===== config.mk =====
export PLATFORM = sky130hd
export DESIGN_NAME = ifq_fetch_queue
export DESIGN_NICKNAME = d
export VERILOG_FILES = /design/src/rtl/ifq_fetch_queue.sv
export SDC_FILE = /design/constraint.sdc
export NUM_CORES = 1
export LEC_CHECK = 0
export CAP_MARGIN = 15
export CORE_MARGIN = 2
export CORE_UTILIZATION = 40
export CTS_BUF_LIST = sky130_fd_sc_hd__clkbuf_8
export DETAILED_ROUTE_END_ITERATION = 10
export GPL_ROUTABILITY_DRIVEN = 0
export PLACE_DENSITY = 0.63
export SLEW_MARGIN = 5
export SYNTH_ARGS = -nofsm -noshare
export SYNTH_HDL_FRONTEND = slang
export SYNTH_SLANG_ARGS = --single-unit

===== constraint.sdc =====
create_clock -name clk -period 3.6 [get_ports clk]
set_input_delay 0.54 -clock clk [delete_from_list [all_inputs] [get_ports clk]]
set_output_delay 0.54 -clock clk [all_outputs]
set_load 0.005 [all_outputs]

===== src/rtl/ifq_fetch_queue.sv =====
// Instruction fetch queue: DEPTH-entry {pc, instr} FIFO between fetch and decode.
// Optional same-cycle forwarding into an empty queue is enabled by defining IFQ_BYPASS_EN.
module ifq_fetch_queue #(
    parameter int          DEPTH    = 4,
    parameter logic [31:0] RESET_PC = 32'h00003000
) (
    input  logic                       clk,
    input  logic                       reset,
    input  logic                       in_valid,
    input  logic [31:0]                in_instr,
    input  logic [31:0]                in_pc,
    output logic                       in_ready,
    output logic                       out_valid,
    output logic [31:0]                out_instr,
    output logic [31:0]                out_pc,
    input  logic                       out_ready,
    input  logic                       flush,
    output logic [$clog2(DEPTH+1)-1:0] count
);
    localparam int AW = $clog2(DEPTH);
    localparam int CW = $clog2(DEPTH + 1);
    localparam logic [CW-1:0] C_ZERO = CW'(0);
    localparam logic [CW-1:0] C_FULL = CW'(DEPTH);
    localparam logic [CW-1:0] C_ONE  = CW'(1);
    localparam logic [AW-1:0] P_ONE  = AW'(1);

    logic [63:0]   r_mem [DEPTH];
    logic [AW-1:0] r_wr_ptr;
    logic [AW-1:0] r_rd_ptr;
    logic [CW-1:0] r_count;

    logic w_bypass;
    logic w_has_entry;
    logic w_wr;
    logic w_rd;

`ifdef IFQ_BYPASS_EN
    assign w_bypass = (r_count == C_ZERO) & in_valid & ~flush;
`else
    assign w_bypass = 1'b0;
`endif

    assign w_has_entry = (r_count != C_ZERO);
    assign in_ready    = (r_count != C_FULL);
    assign out_valid   = w_has_entry | w_bypass;
    assign count       = r_count;

    // A forwarded entry taken by decode in the same cycle is never stored.
    assign w_wr = in_valid & in_ready & ~(w_bypass & out_ready);
    assign w_rd = w_has_entry & out_ready;

    // Head presentation: forwarded pair, stored head, or nop at RESET_PC.
    always_comb begin
        out_instr = 32'h00000000;
        out_pc    = RESET_PC;
        if (w_bypass) begin
            out_instr = in_instr;
            out_pc    = in_pc;
        end else if (w_has_entry) begin
            out_instr = r_mem[r_rd_ptr][31:0];
            out_pc    = r_mem[r_rd_ptr][63:32];
        end else begin
            out_instr = 32'h00000000;
            out_pc    = RESET_PC;
        end
    end

    // Storage write; contents are deliberately left uncleared by reset.
    always_ff @(posedge clk) begin
        if (w_wr && !flush) begin
            r_mem[r_wr_ptr] <= {in_pc, in_instr};
        end
    end

    // Pointer and occupancy update; flush overrides any push or pop.
    always_ff @(posedge clk or negedge reset) begin
        if (!reset) begin
            r_wr_ptr <= {AW{1'b0}};
            r_rd_ptr <= {AW{1'b0}};
            r_count  <= C_ZERO;
        end else if (flush) begin
            r_wr_ptr <= {AW{1'b0}};
            r_rd_ptr <= {AW{1'b0}};
            r_count  <= C_ZERO;
        end else begin
            if (w_wr) begin
                r_wr_ptr <= r_wr_ptr + P_ONE;
            end
            if (w_rd) begin
                r_rd_ptr <= r_rd_ptr + P_ONE;
            end
            case ({w_wr, w_rd})
                2'b10:   r_count <= r_count + C_ONE;
                2'b01:   r_count <= r_count - C_ONE;
                default: r_count <= r_count;
            endcase
        end
    end
endmodule

# Word level (Yosys, flattened, before mapping)
# Memories as Yosys holds them, arrays and structs flattened.
# Index checks and enable logic that the tools add are counted.
dict set report classes {
  n_addsub 4
  eq_ne 3
  n_mux 10
  n_bitwise 2
  reduce_logical 6
}
# cell count
set op_table {}
lappend op_table {{32-bit two-way mux} 2}
lappend op_table {{2-bit two-way mux} 4}
lappend op_table {{3-bit one-hot mux with 2 select lines} 1}
lappend op_table {{3-bit nonzero test} 2}
lappend op_table {{2-bit by 1-bit adder with 2-bit output, second input constant} 2}
lappend op_table {{2-bit nonzero test} 2}
lappend op_table {{3-bit by 1-bit adder with 3-bit output, second input constant} 1}
lappend op_table {{3-bit two-way mux} 1}
lappend op_table {{3-bit != test, second input constant} 1}
lappend op_table {{3-bit by 1-bit subtractor with 3-bit output, second input constant} 1}
lappend op_table {{1-bit bitwise AND} 2}
lappend op_table {{2-bit by 1-bit == test with 1-bit output, second input constant} 1}
lappend op_table {{2-bit == test, second input constant} 1}
lappend op_table {{1-bit two-way mux} 2}
lappend op_table {{1-bit logical AND} 1}
lappend op_table {{1-bit logical NOT} 1}
dict set report totals {
  regBits 7
  ramBits 256
  in_bits 69
  output_inout_bits 69
  word_cells 29
  memories 1
}
# memory words width read_ports rd_ports_with_merged_regs write_ports line
set memory_table {}
lappend memory_table {r_mem 4 64 1 0 1 27} ;# logic [63:0] r_mem [DEPTH];

# Longest topological paths before layout
# Gate-level depths: netlist (run 1).
dict set report logic_depth {
  word_depth 5
  ltp_mapped 11
  mapped_depth_nobuf 10
}

# Worst setup path after synthesis (run 1)
# OpenSTA, ideal clock, no wires.
dict set report synth_path {
  kind {register -> register}
  start {register r_count[2] (netlist: count[2])}
  end {memory r_mem[0][0], enable pin}
  setup_time_ps 429
  t_arrival_ps 2523
  slack_ps 648
  path_stages_with_launch 6
  path_buffers 1
  path_cell_list {dfrtp_1 -> clkbuf_2 -> or3b_1 -> nand2_1 -> nor2_1 -> and2_1}
}
dict set report synth_between {
  elab_chain_cells 5
}
# item line
set synth_rtl {}
lappend synth_rtl {{start: declaration} 30} ;# logic [CW-1:0] r_count;
lappend synth_rtl {{start signal: assignment} 93} ;# 2'b10: r_count <= r_count + C_ONE;
lappend synth_rtl {{start signal: assignment} 94} ;# 2'b01: r_count <= r_count - C_ONE;
lappend synth_rtl {{start signal: assignment} 95} ;# default: r_count <= r_count;
lappend synth_rtl {{3-bit != test} 44} ;# assign in_ready = (r_count != C_FULL);
lappend synth_rtl {{named net in_ready} 12} ;# output logic in_ready,
lappend synth_rtl {{1-bit bitwise AND} 49} ;# assign w_wr = in_valid & in_ready & ~(w_bypass & out_ready);
lappend synth_rtl {{1-bit logical AND} 70} ;# if (w_wr && !flush) begin
lappend synth_rtl {{1-bit two-way mux} 70}
lappend synth_rtl {{1-bit two-way mux (implied by the code)} 71} ;# r_mem[r_wr_ptr] <= {in_pc, in_instr};
lappend synth_rtl {{end: declaration} 27}
# The timed path passes the listed nets, and every way through them passes these cells.

# Worst setup path in the final report (run 1)
dict set report layout_path {
  start {register r_rd_ptr[0]}
  end {output port out_instr[30]}
}
dict set report layout_between {
  elab_chain_cells 2
}
# item line
set layout_rtl {}
lappend layout_rtl {{start: declaration} 29} ;# logic [AW-1:0] r_rd_ptr;
lappend layout_rtl {{start signal: assignment} 79} ;# r_rd_ptr <= {AW{1'b0}};
lappend layout_rtl {{start signal: assignment} 83} ;# r_rd_ptr <= {AW{1'b0}};
lappend layout_rtl {{start signal: assignment} 90} ;# r_rd_ptr <= r_rd_ptr + P_ONE;
lappend layout_rtl {{memory read 4 x 64 bit} -}
lappend layout_rtl {{32-bit two-way mux} 59} ;# end else if (w_has_entry) begin
lappend layout_rtl {{end: declaration} 14} ;# output logic [31:0] out_instr,
# Every way passes these cells.

==> results of run 1 <==
## cells in the final DEF, fill, tap and decap left out, types with 2 or more instances in the layout
cell	n
edfxtp_1	256
clkdlybuf4s50_1	137
mux4_2	64
and2_1	62
clkbuf_8	48
inv_1	13
nor2_1	9
buf_4	9
clkinv_1	8
nand2_1	6
buf_12	6
dfrtp_1	5
a21oi_1	4
and2_4	4
nand3_1	4
ha_1	4
clkinv_2	4
or2_1	3
bufinv_16	3
xnor2_1	2
o21ai_0	2
xor2_1	2
nor3_1	2
dfrtp_4	2
## power by group
group	internal (µW)	switching, µW
clock	1440	1130
sequential	3480	64.8
combinational	672	468
## stage by stage
step / total power, µW / hold slack [ns] / cell area (µm²)
floorplan: 4180 / 0.244 / 10200
global placement: 4760 / 0.567 / 12000
detailed placement: 4770 / 0.590 / 12000
CTS: 7360 / 0.259 / 12900
global route: 7580 / 0.283 / 12900
finish: 7250 / 0.284 / 12900
## final timing paths
kind                                          from                      end  slack (ns)  cells after the start
setup / recovery           r_rd_ptr[0]$_DFFE_PN0P_            out_instr[30]        0.27                      4
hold / removal                               reset  r_rd_ptr[0]$_DFFE_PN0P_        0.28                      1
setup reg to reg              count[0]$_DFFE_PN0P_     count[1]$_DFFE_PN0P_        1.00                     10
hold reg to reg            r_wr_ptr[1]$_DFFE_PN0P_  r_wr_ptr[1]$_DFFE_PN0P_        0.61                      2
max in group asynchronous                    reset  r_rd_ptr[1]$_DFFE_PN0P_        3.03                      1
min in group clk           r_wr_ptr[1]$_DFFE_PN0P_  r_wr_ptr[1]$_DFFE_PN0P_        0.61                      2
## kinds of logic (layout without fill, tap and decap cells)
family | Yosys count | in the layout | share of synthesized area (%)
flops | 263 | 263 | 77.2
mux | 64 | 64 | 14.1
fa+ha+maj | 5 | 5 | 0.688
simple gates | 95 | 95 | 5.44
xor+xnor | 4 | 4 | 0.344
compound gates | 11 | 11 | 0.688
buf+inv | 28 | 231 | 1.53
## cell usage after synthesis, types with 3 or more instances
library cell	n	area share, %
inv_1	3	0.11
a21oi_1	4	0.20
nor2_1	9	0.33
clkbuf_1	11	0.41
dfrtp_1	7	1.7
edfxtp_1	256	75
and2_1	66	4.1
nand2_1	6	0.22
buf_2	6	0.29
mux4_2	64	14
or2_1	3	0.18
ha_1	4	0.49
nand3_1	4	0.20
buf_6	5	0.55
## flip-flops by register name (all words and copies together) (netlist names)
name and cells:
r_rd_ptr 2, r_mem 256, count 3, r_wr_ptr 2
## routing by layer
| layer | part of all wire [%] | routed length (µm) | vias up |
|---|---|---|---|
| met5 | 0.065 | 13 | - |
| met4 | 2.0 | 409 | 2 |
| met3 | 6.0 | 1200 | 43 |
| met2 | 49 | 9920 | 170 |
| met1 | 43 | 8550 | 2634 |
| li1 | - | - | 2241 |
## final cells by class
class                   count  area (µm²)
inverters                   3        11.3
clock inverters            28         198
clock buffers              48         661
flip-flops and latches    263        7870
well taps                 330         413
repair buffers            152        1560
fillers                  2021       12200
multi-input cells         179        2180
==> results.json, run 1 <==
{
  "fp.coreArea_um2": 25100,
  "max_slew.worst_pin.slew_ns": 0.526,
  "insertion_delay_ns": 0.53,
  "grt_overflow_total": 0,
  "path_buf_inv": 2,
  "dpl.hpwl_um": 12100,
  "cts_setup_buffers": 0,
  "crit_family": "buffers and inverters",
  "start_util_pct": 40.6,
  "die_y_um": 164,
  "slew_headroom_pct": 64.9,
  "synth_area_per_cell_um2": 21.7,
  "clockBufferDepth": 3,
  "required_ns": 3.06,
  "die_w_um": 164,
  "ys_ff_latch": 263,
  "yosys_warnings": 0,
  "end_kind": "output port",
  "cts_tree": "yes",
  "syn_area_um2": 10200,
  "postCtsResizedCells": 0,
  "firstDrtPassIters": 6,
  "fin_util_pct": 51.3,
  "drt_iter0_markers": 332,
  "critPathLaunchType": "flip-flop",
  "p_per_area_nw_per_um2": 562,
  "crit_type": "reg -> out",
  "busiest_layer": "met2",
  "cts_sinks": 263,
  "setup_slack_ns": 0.272,
  "critPathSlowestCell": "dfrtp_4",
  "critical_path.max_fanout": 18,
  "routed-via-count": 5090,
  "fin_cells": 1003,
  "synth_fp_nets": 544,
  "min_period_ns": 3.33,
  "wirelength_um": 20100,
  "cts_htree_levels": 2,
  "dp_cells": 927,
  "rsz0062_at_grt": "no",
  "grt_max_degree": 36,
  "cts_buffers": 43,
  "ir_worst_vdd_mv": 0.320,
  "vias_per_cell": 5.07,
  "rows": 58,
  "grtUsageMet1_pct": 20.1,
  "grt_pass1_wl_um": 31100,
  "setup_viol": 0,
  "timing.fmax_mhz": 300,
  "drc_errors": 0,
  "syn_to_final_growth_pct": 26.5,
  "synth_edf_count": 256,
  "track_usage_pct": 15.3,
  "hold_path.class": "in -> async",
  "ctsRootBufferMaster": "clkbuf_8",
  "use_met3_pct": 3.78,
  "clkTransAtPathRegs_ns": 0.06,
  "async_flop_share_pct": 2.66,
  "use_met2_pct": 25.3,
  "cpPeakStageDelay_ns": 0.67,
  "drtAntennaViolNets": 0,
  "ios": 138,
  "period_share_pct": 92.5,
  "portBuffers": 137,
  "synth_flop_cell": "edfxtp_1",
  "final_nets": 716,
  "hold_violations": 0,
  "synth_cell_types": 31,
  "postSynthCellCount": 470,
  "fin_setup_tns_ns": 0,
  "dieArea_um2": 26800,
  "crit_chain": "buf_4 > mux4_2 > and2_1 > clkdlybuf4s50_1",
  "skew_ns": 0.0179,
  "ctsHoldBuffers": 0,
  "ys_seq_area_share_pct": 77.2,
  "status": "completed",
  "diodes": 0,
  "maxCapViolCount": 0,
  "pre_cts_ws_ns": 0.708,
  "drv_slew": 0,
  "cp_data_arrival_time_ns": 2.79,
  "grt_pass1_vias": 5599,
  "antenna_found_initial": 1,
  "drive_gt1_share_pct": 21.2,
  "p_leak_uw": 0.00416,
  "wl_per_cell_um": 20.0
}
No activity file was read; power rests on OpenSTA's default activity.
==> inputs of run 2 (changes only) <==
--- a/config.mk
+++ b/config.mk
@@ -5,13 +5,15 @@
 export SDC_FILE = /design/constraint.sdc
 export NUM_CORES = 1
 export LEC_CHECK = 0
+export ABC_CLOCK_PERIOD_IN_PS = 3600
 export CAP_MARGIN = 15
 export CORE_MARGIN = 2
 export CORE_UTILIZATION = 40
 export CTS_BUF_LIST = sky130_fd_sc_hd__clkbuf_8
 export DETAILED_ROUTE_END_ITERATION = 10
+export DONT_BUFFER_PORTS = 1
 export GPL_ROUTABILITY_DRIVEN = 0
-export PLACE_DENSITY = 0.63
+export PLACE_DENSITY = 0.56
 export SLEW_MARGIN = 5
 export SYNTH_ARGS = -nofsm -noshare
 export SYNTH_HDL_FRONTEND = slang
==> run 2 against run 1 <==
Fmax rose by 12%. Combinational power shrank 37%. Register-to-register slack improved by 0.10 ns. Count of clock-buffer cells in the layout decreased by 5. Non-clock buffer count is 143 lower. Routed wire length decreased by 3.1%. Via count decreased by 12%. Critical path depth grew 1. Sequential cell count unchanged. First-iteration DRC count shrank 25%. Critical path type unchanged. Worst hold slack worse by 0.21 ns. Core utilization shrank 5.8 points. Critical endpoint is now out_instr[11].
==> results.json, run 2 (same netlist as run 1, synthesis figures left out) <==
{
  "status": "completed",
  "drv_slew": 0,
  "required_ns": 3.06,
  "fp.coreArea_um2": 25100,
  "dp_cells": 783,
  "clkTransAtPathRegs_ns": 0.06,
  "routed-via-count": 4462,
  "clockBufferDepth": 3,
  "largest_reg_flops": 256,
  "maxCapViolCount": 0,
  "start_util_pct": 40.6,
  "drtAntennaViolNets": 0,
  "ff2ff_setup_slack_ns": 1.10,
  "ctsHoldBuffers": 1,
  "grt_overflow_total": 0,
  "hold_path.class": "in -> reg",
  "track_usage_pct": 14.9,
  "syn_to_final_growth_pct": 12.3,
  "wl_per_cell_um": 22.6,
  "cts_setup_buffers": 0,
  "total_power_uw": 6730,
  "wirelength_um": 19500,
  "drc_errors": 0,
  "fin_setup_tns_ns": 0,
  "fin_util_pct": 45.6,
  "crit_type": "reg -> out",
  "die_w_um": 164,
  "setup_viol": 0,
  "final_nets": 573,
  "critPathLaunchType": "flip-flop",
  "ctsRootBufferMaster": "clkbuf_8",
  "critical_path.max_fanout": 37,
  "final_cell_mix": "edfxtp_1, mux4_2, and2_1",
  "drt_iter0_markers": 249,
  "cp_data_arrival_time_ns": 2.44,
  "max_slew.worst_pin.slew_ns": 0.558,
  "slew_headroom_pct": 62.8,
  "vias_per_cell": 5.19,
  "die_y_um": 164,
  "drive_gt1_share_pct": 25.5,
  "grt_max_degree": 38,
  "timing.fmax_mhz": 336,
  "antenna_found_initial": 0,
  "dieArea_um2": 26800,
  "portBuffers": 0,
  "hold_violations": 0,
  "dpl.hpwl_um": 11500,
  "firstDrtPassIters": 4,
  "end_kind": "output port",
  "ir_worst_vdd_mv": 0.427,
  "rsz0062_at_grt": "no",
  "grt_pass1_wl_um": 29700,
  "grt_pass1_vias": 5039,
  "min_period_ns": 2.98,
  "largest_register": "r_mem",
  "skew_ns": 0.0120,
  "p_per_area_nw_per_um2": 588,
  "period_share_pct": 82.8,
  "insertion_delay_ns": 0.53,
  "cts_sinks": 263,
  "ios": 138,
  "fin_cells": 860,
  "p_leak_uw": 0.00359,
  "diodes": 0,
  "cts_buffers": 43,
  "cts_tree": "yes",
  "cts_htree_levels": 2,
  "postCtsResizedCells": 0,
  "layout_commonest_cell": "edfxtp_1",
  "rows": 58
}
-- run 2: cell types whose count changed in the layout (fill, tap and decap cells not counted) --
cell and delta:
inv_1 +1, dlygate4sd3_1 +1, clkinv_2 +3, clkbuf_8 -5, buf_12 +1, buf_4 -8
clkinvlp_4 +2, clkdlybuf4s50_1 -137, inv_6 -1
-- run 2: worst max-delay path: stages (launching register included) --
cell and delay [ns]:
dfrtp_1 0.54, or2_1 0.22, nor2_1 0.08, inv_2 0.39
buf_4 0.44, and2_1 0.22
-- run 2: worst paths after layout --
kind | startpoint | end | depth (start not counted)
worst max-delay path | count[0]$_DFFE_PN0P_ | out_instr[11] | 5
worst min-delay path | flush | count[2]$_DFFE_PN0P_ | 1
worst max register to register | count[0]$_DFFE_PN0P_ | count[1]$_DFFE_PN0P_ | 9
worst min register to register | r_wr_ptr[1]$_DFFE_PN0P_ | r_wr_ptr[1]$_DFFE_PN0P_ | 2
max in group asynchronous | reset | r_rd_ptr[0]$_DFFE_PN0P_ | 1
min in group asynchronous | reset | r_rd_ptr[1]$_DFFE_PN0P_ | 1
-- run 2: layout make-up --
type                    count  area, µm²
well taps                 330        413
clock buffers              43        592
repair buffers              9        158
multi-input cells         179       2180
clock inverters            33        223
fillers                  2150      13700
inverters                   3       11.3
flip-flops and latches    263       7870
-- run 2: where the power goes --
part / switching [µW] / leakage (µW) / internal, µW
registers: 67.1 / 0.00242 / 3490
logic: 377 / 0.000722 / 347
clock network: 1120 / 0.000456 / 1330
-- run 2: metal layers --
| metal | part of all wire [%] | vias to the layer above | track usage [%] |
|---|---|---|---|
| met5 | 0 | - | 0 |
| li1 | - | 1956 | - |
| met3 | 8.5 | 35 | 6.09 |
| met2 | 53 | 132 | 26.4 |
| met1 | 36 | 2339 | 16.1 |
| met4 | 2.1 | 0 | 5.50 |
-- run 2: per-stage QoR --
step                area (µm²)  setup WS (ns)  hold WS [ns]
floorplan                10200          0.648         0.244
global placement         10600           1.15         0.245
detailed placement       10600           1.10         0.245
CTS                      11400          0.518        0.0247
global route             11400          0.349        0.0177
finish                   11400          0.621        0.0717
